==> config.mk <==
export PLATFORM = sky130hd
export DESIGN_NAME = agu_addr_mod
export DESIGN_NICKNAME = d
export VERILOG_FILES = /design/src/rtl/agu_addr_mod.sv
export SDC_FILE = /design/constraint.sdc
export NUM_CORES = 1
export LEC_CHECK = 0
export CORE_MARGIN = 5
export CORE_UTILIZATION = 55
export CTS_BUF_LIST = sky130_fd_sc_hd__clkbuf_4
export CTS_CLUSTER_SIZE = 30
export DETAILED_ROUTE_END_ITERATION = 10
export PLACE_DENSITY = 0.79
export SLEW_MARGIN = 5
export SYNTH_ARGS = -nofsm -noshare
export SYNTH_HDL_FRONTEND = slang
export SYNTH_SLANG_ARGS = --single-unit
==> constraint.sdc <==
create_clock -name Clk -period 5 [get_ports Clk]
set_input_delay 0.5 -clock Clk [delete_from_list [all_inputs] [get_ports Clk]]
set_output_delay 0.5 -clock Clk [all_outputs]
set_load 0.01 [all_outputs]
==> src/rtl/agu_addr_mod.sv <==
// agu_addr_mod: address-modifier arithmetic stage of the AGU.
// Takes one R/N/M operand triple plus an addressing-mode op per transaction.
// Produces the effective address and the updated R value. The M value selects
// one of three arithmetic kinds:
//   M = all ones or MSB set    : linear
//   M = 0                      : reverse-carry
//   otherwise                  : modulo M+1
// Two-stage pipeline with valid/ready on both sides.
//   Stage 1 registers the operands, the signed step, the k-mask and the raw sum.
//   Stage 2 applies wrap correction / reverse-carry and registers the outputs.
// Ports:
//   Clk, reset                   clock (rising edge), async active-high reset
//   in_valid/in_ready            upstream handshake
//   op[2:0], r_in, n_in, m_in    mode code and operand triple
//   out_valid/out_ready          downstream handshake
//   ea_out, r_out                effective address, updated R
//   mod_err (AGU_MOD_ERR_EN)     M in 8000..FFFE, or modulo step larger than M+1
// Optional feature macro: AGU_MOD_ERR_EN adds the mod_err output.
module agu_addr_mod #(
  parameter int unsigned AW = 16
) (
  input  logic          Clk,
  input  logic          reset,
  input  logic          in_valid,
  output logic          in_ready,
  input  logic [2:0]    op,
  input  logic [AW-1:0] r_in,
  input  logic [AW-1:0] n_in,
  input  logic [AW-1:0] m_in,
  output logic          out_valid,
  input  logic          out_ready,
  output logic [AW-1:0] ea_out,
`ifdef AGU_MOD_ERR_EN
  output logic [AW-1:0] r_out,
  output logic          mod_err
`else
  output logic [AW-1:0] r_out
`endif
);

  // Two guard bits: -N for N = 8000 needs +2^15, and R + S must not overflow.
  localparam int unsigned SW = AW + 2;

  function automatic logic [AW-1:0] bit_rev(input logic [AW-1:0] v);
    logic [AW-1:0] res;
    for (int i = 0; i < int'(AW); i++) res[i] = v[AW-1-i];
    return res;
  endfunction

  // ---------------- Stage 1 ----------------
  logic                 s1_valid_q, s1_valid_d;
  logic [2:0]           s1_op_q;
  logic [AW-1:0]        s1_r_q, s1_m_q, s1_mask_q;
  logic signed [SW-1:0] s1_step_q, s1_sum_q;

  logic                 s1_adv, in_fire;
  logic signed [SW-1:0] step, sum, n_ext;
  logic [AW-1:0]        mask;

  assign s1_adv   = !out_valid || out_ready;
  assign in_ready = !s1_valid_q || s1_adv;
  assign in_fire  = in_valid && in_ready;

  always_comb begin
    n_ext = {{2{n_in[AW-1]}}, n_in};
    step  = '0;
    unique case (op)
      3'b001:          step = SW'(1);
      3'b010, 3'b110:  step = -SW'(1);
      3'b011, 3'b101:  step = n_ext;
      3'b100:          step = -n_ext;
      default:         step = '0;
    endcase
    sum = $signed({2'b00, r_in}) + step;
  end

  // Smear M downward: low k bits set, where 2^k is the smallest power above M.
  always_comb begin
    mask = '0;
    mask[AW-1] = m_in[AW-1];
    for (int i = int'(AW) - 2; i >= 0; i--) mask[i] = mask[i+1] | m_in[i];
  end

  assign s1_valid_d = in_fire ? 1'b1 : (s1_adv ? 1'b0 : s1_valid_q);

  always_ff @(posedge Clk or posedge reset) begin
    if (reset) begin
      s1_valid_q <= 1'b0;
      s1_op_q    <= '0;
      s1_r_q     <= '0;
      s1_m_q     <= '0;
      s1_mask_q  <= '0;
      s1_step_q  <= '0;
      s1_sum_q   <= '0;
    end else begin
      s1_valid_q <= s1_valid_d;
      if (in_fire) begin
        s1_op_q   <= op;
        s1_r_q    <= r_in;
        s1_m_q    <= m_in;
        s1_mask_q <= mask;
        s1_step_q <= step;
        s1_sum_q  <= sum;
      end
    end
  end

  // ---------------- Stage 2 ----------------
  logic                 out_valid_q, out_valid_d;
  logic [AW-1:0]        ea_q, ea_d, r_q, r_d;
  logic [AW-1:0]        base, mod_val, rc_val;
  logic signed [SW-1:0] upper, m_plus1;
  logic                 is_rev, is_lin;

  always_comb begin
    base    = s1_r_q & ~s1_mask_q;
    upper   = $signed({2'b00, base}) + $signed({2'b00, s1_m_q});
    m_plus1 = $signed({2'b00, s1_m_q}) + SW'(1);
    is_rev  = (s1_m_q == '0);
    is_lin  = s1_m_q[AW-1];
    rc_val  = bit_rev(bit_rev(s1_r_q) + bit_rev(s1_step_q[AW-1:0]));
    mod_val = s1_sum_q[AW-1:0];
    if (is_rev) begin
      mod_val = rc_val;
    end else if (!is_lin) begin
      // Single correction only: a step larger than the window is not re-wrapped.
      if (!s1_step_q[SW-1] && (s1_sum_q > upper)) begin
        mod_val = AW'(s1_sum_q - m_plus1);
      end else if (s1_step_q[SW-1] && (s1_sum_q < $signed({2'b00, base}))) begin
        mod_val = AW'(s1_sum_q + m_plus1);
      end
    end
  end

  always_comb begin
    ea_d = s1_r_q;
    r_d  = s1_r_q;
    unique case (s1_op_q)
      3'b001, 3'b010, 3'b011, 3'b100: r_d = mod_val;
      3'b101:  ea_d = mod_val;
      3'b110: begin
        ea_d = mod_val;
        r_d  = mod_val;
      end
      default: ;
    endcase
  end

  assign out_valid_d = s1_adv ? s1_valid_q : out_valid_q;

  always_ff @(posedge Clk or posedge reset) begin
    if (reset) begin
      out_valid_q <= 1'b0;
      ea_q        <= '0;
      r_q         <= '0;
    end else begin
      out_valid_q <= out_valid_d;
      if (s1_adv && s1_valid_q) begin
        ea_q <= ea_d;
        r_q  <= r_d;
      end
    end
  end

  assign out_valid = out_valid_q;
  assign ea_out    = ea_q;
  assign r_out     = r_q;

`ifdef AGU_MOD_ERR_EN
  logic                 err_q, err_d;
  logic signed [SW-1:0] step_abs;

  always_comb begin
    step_abs = s1_step_q[SW-1] ? -s1_step_q : s1_step_q;
    err_d    = 1'b0;
    if (is_lin && (s1_m_q != '1)) begin
      err_d = 1'b1;
    end else if (!is_lin && !is_rev && (step_abs > m_plus1)) begin
      err_d = 1'b1;
    end
  end

  always_ff @(posedge Clk or posedge reset) begin
    if (reset) begin
      err_q <= 1'b0;
    end else if (s1_adv && s1_valid_q) begin
      err_q <= err_d;
    end
  end

  assign mod_err = err_q;
`endif

endmodule

==> results.md, run 1 <==
- Status: finished, violations left
- Violated checks: negative setup slack
- Final RePlAce weighted congestion: 0.985
- Half-perimeter wire length after placement: 26400 um
- Worst EP required: 5.44 ns
- Power after layout: 4960 uW
- Area of all placed cells without fillers: 12400 um2
- Register Area: 2980 um2
- Synth async-reset ratio: 1.00
- CP Max Fanout: 5
- Count of nets after finishing: 1620
- Total via count in the routed design: 10647
- Buffers added on ports: 88
- Transition at the pin with the smallest max-transition slack: 0.993 ns
- Area Growth Syn to Fin: 19.6%
- Critical path class: register to register
- Floorplan row count: 50
- EDFF count, synth: 0
- Die area: 21700 um2
- Worst Setup Slack, final: -0.0667 ns
- Synth area leaders: dfrtp_1, ha_1, nand2_1
- Max-slew violation count: 0
- Final standard cell count with taps included and fillers excluded: 1697
- Fraction of layout instances using a drive strength above 1: 0.107
- Library cells used by synthesis: 75
- Wire length of the first global-routing pass: 53600 um
- X dimension of the die: 147 um
- H-tree levels: 4
- Final core utilization: 0.664
- First-pass detailed-route iteration total: 6
- Drt total wl: 33900 um
- Critical Path End Type: register
- Clock Tree Root: clkbuf_4
- Highest-delay cell along the critical path: or4_4
- PD cells: 401 nW/um2
- Initial cell density of the core: 0.555
- Maximum number of buffers from clock root to sink: 2
- Maximum ir drop on the vdd rail: 0.238 mV
- Critical path data arrival time: 5.51 ns
- Setup repair after global routing missed its margin: yes
- Synth Net Count: 1494
- Synthesis Warnings: 0
- Setup Skew: 0.0282 ns
- Achievable clock frequency: 0.197 GHz
- Delay of the slowest cell on the worst path: 0.56 ns
- Number of storage elements in the synthesis netlist: 119
- Footprint of the multi-input gates: 7130 um2
- Number of sinks handled by clock tree synthesis: 119
- Sequential area share after synthesis: 0.288
- Buffer and inverter count on the worst path: 0
- Cell breakdown of the critical path: nor2b_4 -> ha_4 -> fa_2 -> a21o_1 -> a21oi_2 -> o21bai_1 -> a21oi_1 -> o21ai_1 -> a41o_1 -> or4_4 -> a311oi_2 -> or3_4 -> ha_4 -> nand2b_4 -> or4_4 -> nor4_4 -> nor3_2 -> and2_4 -> a311o_1 -> a221o_1 -> a22oi_1 -> o21ai_1
- Final count of hold timing violations: 0
- Summed instance area of the synthesized netlist: 10300 um2
- Most common library cells after synthesis: nand2_1, dfrtp_1, ha_1
- Placed instance area: 11800 um2
- Routed wire length per instance: 20.0 um
- Clock transition at path regs: 0.13 ns
- TritonCTS clock tree: yes
- Worst hold slack across all endpoints: 0.427 ns
- Post-detailed-route count of antenna-violating nets: 0
- Number of global-route vias before repair: 10109
- Number of inserted filler cells in the final layout: 1610
- Number of CTS-inserted buffers: 17
- Area of the core region: 18600 um2
- Final critical-path share of the clock period: 1.01
- Vias/cell: 6.27
- Final number of setup-violating endpoints: 9
- Crit start category: register
- Number of hold buffers added after CTS: 0
- Cell Count Post-Placement: 1658
- Overall fraction of global-route tracks in use: 0.312
- # DRC: 0
- Static Leak: 0.00576 uW
- Max-capacitance violation count: 0
- Top cell type's share of synthesized area: 0.288
- Pin count of the biggest net entering global routing: 78
- Total grt overflow: 0
- Vert. Die Dim: 147 um
- Top-count cell post-synth: nand2_1
- Gate count of the mapped netlist: 1323
- Path class of the lowest-slack min-delay path: input pin to async pin
- Crit-path leading delay family: compound AO/OA/AOI/OAI gates
- # IOs: 89
- Syn_area_per_cell: 7.82 um2
- Skew-Pair Late Insertion Delay: 0.56 ns
- Post-layout min period: 5.07 ns
- Remaining max-slew budget at the tightest pin: 0.338
- Initial antenna violation count: 1
- Biggest area consumer among synthesized cells: dfrtp_1
- Most frequently used flop master after synthesis: dfrtp_1
- Iter 0 DRT Violations: 1008
## state kept, by name (all words and copies together), names as in the netlist
signal / cells
s1_step_q: 17
out_valid: 1
s1_valid_q: 1
s1_sum_q: 18
s1_op_q: 3
s1_mask_q: 15
ea_out: 16
s1_r_q: 16
r_out: 16
s1_m_q: 16
## where the power goes
part	switching (uW)	internal, uW
combinational	1570	1210
sequential	274	1170
clock	435	309
total	2280	2680
## what timing repair did
action / in CTS / in global routing
endpoints found under the setup margin: 32 / 32
buffers inserted: 7 / 0
gates resized for setup: 33 / 16
pin swaps: 34 / 8
## through the flow
step                      worst slack, ns  setup TNS, ns
after floorplan                  0.000600              0
final                             -0.0667         -0.328
after global routing               -0.259          -4.26
after CTS                         -0.0828         -0.602
after global placement             -0.126          -1.13
after detailed placement           -0.298          -5.04
## worst reg2reg max path, cell delays in order (launching register included)
cell	delay, ns
dfrtp_1	0.40
nor2b_4	0.14
ha_4	0.17
fa_2	0.36
a21o_1	0.19
a21oi_2	0.13
o21bai_1	0.09
a21oi_1	0.18
o21ai_1	0.13
a41o_1	0.21
or4_4	0.46
a311oi_2	0.21
or3_4	0.17
ha_4	0.13
nand2b_4	0.05
or4_4	0.56
nor4_4	0.17
nor3_2	0.11
and2_4	0.20
a311o_1	0.30
a221o_1	0.36
a22oi_1	0.16
o21ai_1	0.07
## layout by cell type, fill, tap and decap left out, types with 7 or more instances in the layout
cell type          n
a21o_1            21
and2_1             7
clkbuf_4          17
dfrtp_1          119
buf_4             66
ha_1             109
nand4_1            9
o21ai_1           22
and3_1            15
nor4_1            13
o21ai_0           73
a211oi_1           8
a31oi_1           14
nand2b_1          29
a21oi_1           99
nor2b_1           10
o221ai_1           8
o21bai_1           9
nor3_1            29
nand3_1           53
inv_1             72
o211ai_1          10
xor2_1            27
nand2_1          255
clkdlybuf4s50_1   88
nor2_1            66
or3_1             10
xnor2_1           31
o2111ai_1          7
## metal layers
layer | global-route usage | vias to the layer above | part of all wire
met3 | 0.0623 | 99 | 0.092
li1 | - | 5028 | -
met5 | 0 | - | 0
met4 | 0.135 | 0 | 0.046
met1 | 0.417 | 5004 | 0.42
met2 | 0.493 | 516 | 0.45
## cells by family after synthesis
family | after synthesis | synth area share
buffers and inverters | 123 | 0.0458
flip-flops | 119 | 0.288
AO/OA/AOI/OAI | 362 | 0.223
AND/OR/NAND/NOR | 538 | 0.243
multiplexers | 7 | 0.00749
adder cells (fa/ha/maj) | 116 | 0.144
XOR/XNOR | 58 | 0.0491
## area by class of cell
type,instances,share of cell area
multi-input cells,1081,0.575
flip-flops and latches,119,0.241
repair buffers,157,0.114
well taps,234,0.0236
inverters,73,0.0223
clock inverters,15,0.0136
clock buffers,17,0.0103
diodes,1,0.000202
## path summary, 6_finish.rpt
check | from | endpoint | slack [ns] | cells after the start
max in group asynchronous | reset | s1_sum_q[0] | 3.66 | 3
min in group Clk | s1_mask_q[13] | s1_mask_q[13] | 0.49 | 2
hold reg to reg | s1_mask_q[13] | s1_mask_q[13] | 0.49 | 2
hold / removal | reset | s1_mask_q[6] | 0.43 | 2
setup / recovery | s1_r_q[0] | r_out[7] | -0.07 | 22
setup reg to reg | s1_r_q[0] | r_out[7] | -0.07 | 22
Note: power is estimated with default switching activity, not from simulation.
==> run 2, diff against run 1 <==
--- a/config.mk
+++ b/config.mk
@@ -6,11 +6,10 @@
 export NUM_CORES = 1
 export LEC_CHECK = 0
 export CORE_MARGIN = 5
-export CORE_UTILIZATION = 55
+export CORE_UTILIZATION = 40
 export CTS_BUF_LIST = sky130_fd_sc_hd__clkbuf_4
 export CTS_CLUSTER_SIZE = 30
 export DETAILED_ROUTE_END_ITERATION = 10
-export PLACE_DENSITY = 0.79
 export SLEW_MARGIN = 5
 export SYNTH_ARGS = -nofsm -noshare
 export SYNTH_HDL_FRONTEND = slang
==> run 2 against run 1 <==
The run still ends with negative setup slack left; clock-buffer cell count stayed put; core utilization is 17 points lower; fmax is 0.35% lower; sequential share of layout area is 0.37 points lower; cell area is 1.6% higher; worst hold slack better by 0.033 ns; critical path type unchanged; highest routed layer unchanged.
==> results.md, run 2 (synthesized netlist as in run 1, its figures left out) <==
- Switching power as a share of total power: 0.454 (-0.00601)
- Commonest cells after routing, fill and taps aside: nand2_1, dfrtp_1, ha_1, a21oi_1, clkdlybuf4s50_1
- Sw power: 2310 uW (+1.2%)
- Achievable clock frequency: 0.197 GHz (-0.35%)
- Post-detailed-route count of antenna-violating nets: 0 (unchanged)
- Post-layout min period: 5.08 ns (+0.0178 ns)
- Max-capacitance violation count: 0 (unchanged)
- Static Leak: 0.00577 uW (+0.27%)
- Number of sinks handled by clock tree synthesis: 119 (unchanged)
- Cell breakdown of the critical path: nor2b_4 -> ha_4 -> fa_2 -> a21o_1 -> a21oi_2 -> o21bai_1 -> a21oi_2 -> o21ai_2 -> a41o_1 -> or4_4 -> a31oi_4 -> xor2_1 -> ha_1 -> nand2_2 -> or4_4 -> a21oi_1 -> a211o_2 -> and2_4 -> o21ai_1 -> a221oi_2 -> buf_4 -> o31ai_1
- X dimension of the die: 171 um (+16%)
- Skew-Pair Late Insertion Delay: 0.57 ns (about the same)
- Critical Path End Type: register
- Total via count in the routed design: 10241 (-3.8%)
- Transition at the pin with the smallest max-transition slack: 1.04 ns (+0.0520 ns)
- Iter 0 DRT Violations: 792 (-21%)
- Largest register by flop count: s1_sum_q
- Area Growth Syn to Fin: 21.5%
- Initial cell density of the core: 0.409 (-0.147)
- Vias/cell: 5.71 (-9.0%)
- Cell Count Post-Placement: 1756 (+5.9%)
- # DRC: 0 (unchanged)
- Top Registers: s1_sum_q (18), s1_step_q (17)
- Final core utilization: 0.497 (-0.168)
- Setup Skew: 0.0439 ns (+0.0156 ns)
- Buffers added on ports: 88 (unchanged)
- Pin count of the biggest net entering global routing: 69 (-12%)
- Part of the power in combinational logic: 0.550 (-0.010)
- Die area: 29200 um2 (+35%)
- Worst EP required: 5.43 ns (about the same)
- Initial antenna violation count: 1 (unchanged)
- Area of the core region: 25300 um2 (+36%)
- Proportion of power drawn by the clock network: 0.163 (+0.013)
- Routed wire length per instance: 20.3 um (+1.5%)
- Remaining max-slew budget at the tightest pin: 0.304 (-0.0346)
- Critical path data arrival time: 5.52 ns (about the same)
- Fraction of layout instances using a drive strength above 1: 0.115 (+0.00752)
- First-pass detailed-route iteration total: 5 (-1)
- H-tree levels: 4 (unchanged)
- Violated checks: negative setup slack
- Int Pwr: 2780 uW (+3.6%)
- TritonCTS clock tree: yes
- PD cells: 405 nW/um2 (+0.92%)
- Final critical-path share of the clock period: 1.02 (+0.00355)
- Number of global-route vias before repair: 9754 (-3.5%)
- Critical path class: register to register
- Crit start category: register
- Status: finished, violations left
- Final RePlAce weighted congestion: 0.927 (-5.9%)
- Wire length of the first global-routing pass: 55700 um (+4.0%)
- Worst Setup Slack, final: -0.0844 ns (-0.0178 ns)
- Highest-delay cell along the critical path: or4_4
- Power after layout: 5090 uW (+2.5%)
- Number of hold buffers added after CTS: 0 (unchanged)
- Vert. Die Dim: 171 um (+16%)
- Setup repair after global routing missed its margin: yes
- Clock Tree Root: clkbuf_4
- Most common cell after layout, fill and taps aside: nand2_1
- Maximum ir drop on the vdd rail: 0.179 mV (-24%)
- Final number of setup-violating endpoints: 9 (unchanged)
- Half-perimeter wire length after placement: 28300 um (+7.3%)
- Final count of hold timing violations: 0 (unchanged)
- Path class of the lowest-slack min-delay path: input pin to async pin
- Total grt overflow: 0 (unchanged)
- Worst hold slack across all endpoints: 0.460 ns (+0.0331 ns)
- Number of CTS-inserted buffers: 17 (unchanged)
- # IOs: 89 (unchanged)
- Number of flip-flops under the largest register name: 18 (unchanged)
- CP Max Fanout: 7 (+2)
- Clock transition at path regs: 0.12 ns (about the same)
- Worst setup slack before clock tree synthesis: -0.376 ns (-0.0782 ns)
- Final standard cell count with taps included and fillers excluded: 1793 (+5.7%)
- Overall fraction of global-route tracks in use: 0.247 (-0.0642)
- Count of nets after finishing: 1621 (+0.062%)
- Drt total wl: 36300 um (+7.2%)
- Max-slew violation count: 0 (unchanged)
- Maximum number of buffers from clock root to sink: 2 (unchanged)
- Delay of the slowest cell on the worst path: 0.54 ns (-0.02 ns)
- Floorplan row count: 58 (+16%)
- Sequential share of power: 0.287 (-0.003)
## run 2: cell type report
type,count,area (um2)
Antenna cell,1,2.50
Clock inverter,14,198
Tap cell,330,413
Clock buffer,17,128
Multi-Input combinational cell,1081,7160
Sequential cell,119,2980
Timing Repair Buffer,158,1420
Inverter,73,277
Fill cell,2528,12800
## run 2: critical path: cells and delay by family (launching register included)
family | cells | cell delay (ns)
xor gates and xnor gates | 1 | 0.09
and+or+nand+nor | 5 | 1.40
adders and majority gates | 3 | 0.80
buffers and inverters | 1 | 0.18
AOI/OAI and AO/OA | 12 | 2.09
DFF | 1 | 0.40
## run 2: path summary, 6_finish.rpt
path | slack [ns] | startpoint | cells past startpoint | end
setup / recovery | -0.08 | s1_r_q[0] | 22 | ea_out[14]
hold / removal | 0.46 | reset | 2 | s1_m_q[11]
setup reg to reg | -0.08 | s1_r_q[0] | 22 | ea_out[14]
hold reg to reg | 0.49 | s1_mask_q[11] | 2 | s1_mask_q[11]
max in group asynchronous | 3.61 | reset | 3 | s1_step_q[12]
min in group Clk | 0.49 | s1_mask_q[11] | 2 | s1_mask_q[11]
## run 2: power groups by stage
| stage | combinational, uW | clock (uW) | sequential (uW) |
|---|---|---|---|
| finish | 2800 | 828 | 1460 |
| global route | 3070 | 883 | 1480 |
| CTS | 2680 | 843 | 1450 |
| detailed placement | 2620 | 0 | 1460 |
| global placement | 2590 | 0 | 1460 |
| floorplan | 1620 | 0 | 1390 |
## run 2: through the flow
step	TNS, ns	instance area (um2)
finish	-0.390	12600
global route	-5.08	12600
CTS	-0.0902	12400
detailed placement	-7.53	11900
global placement	-4.15	11900
floorplan	0	10400
## run 2: routing by layer
metal / up-vias / GRT usage / share of wire
met1: 4800 / 0.352 / 0.46
li1: 5021 / - / -
met5: - / 0 / 0
met3: 69 / 0.0305 / 0.060
met4: 0 / 0.110 / 0.044
met2: 351 / 0.378 / 0.43
## run 2: what timing repair did
| item | in CTS | in global routing |
|---|---|---|
| gates resized for setup | 21 | 41 |
| endpoints found under the setup margin | 32 | 32 |
| setup buffers | 3 | 2 |
| pin swaps | 14 | 23 |
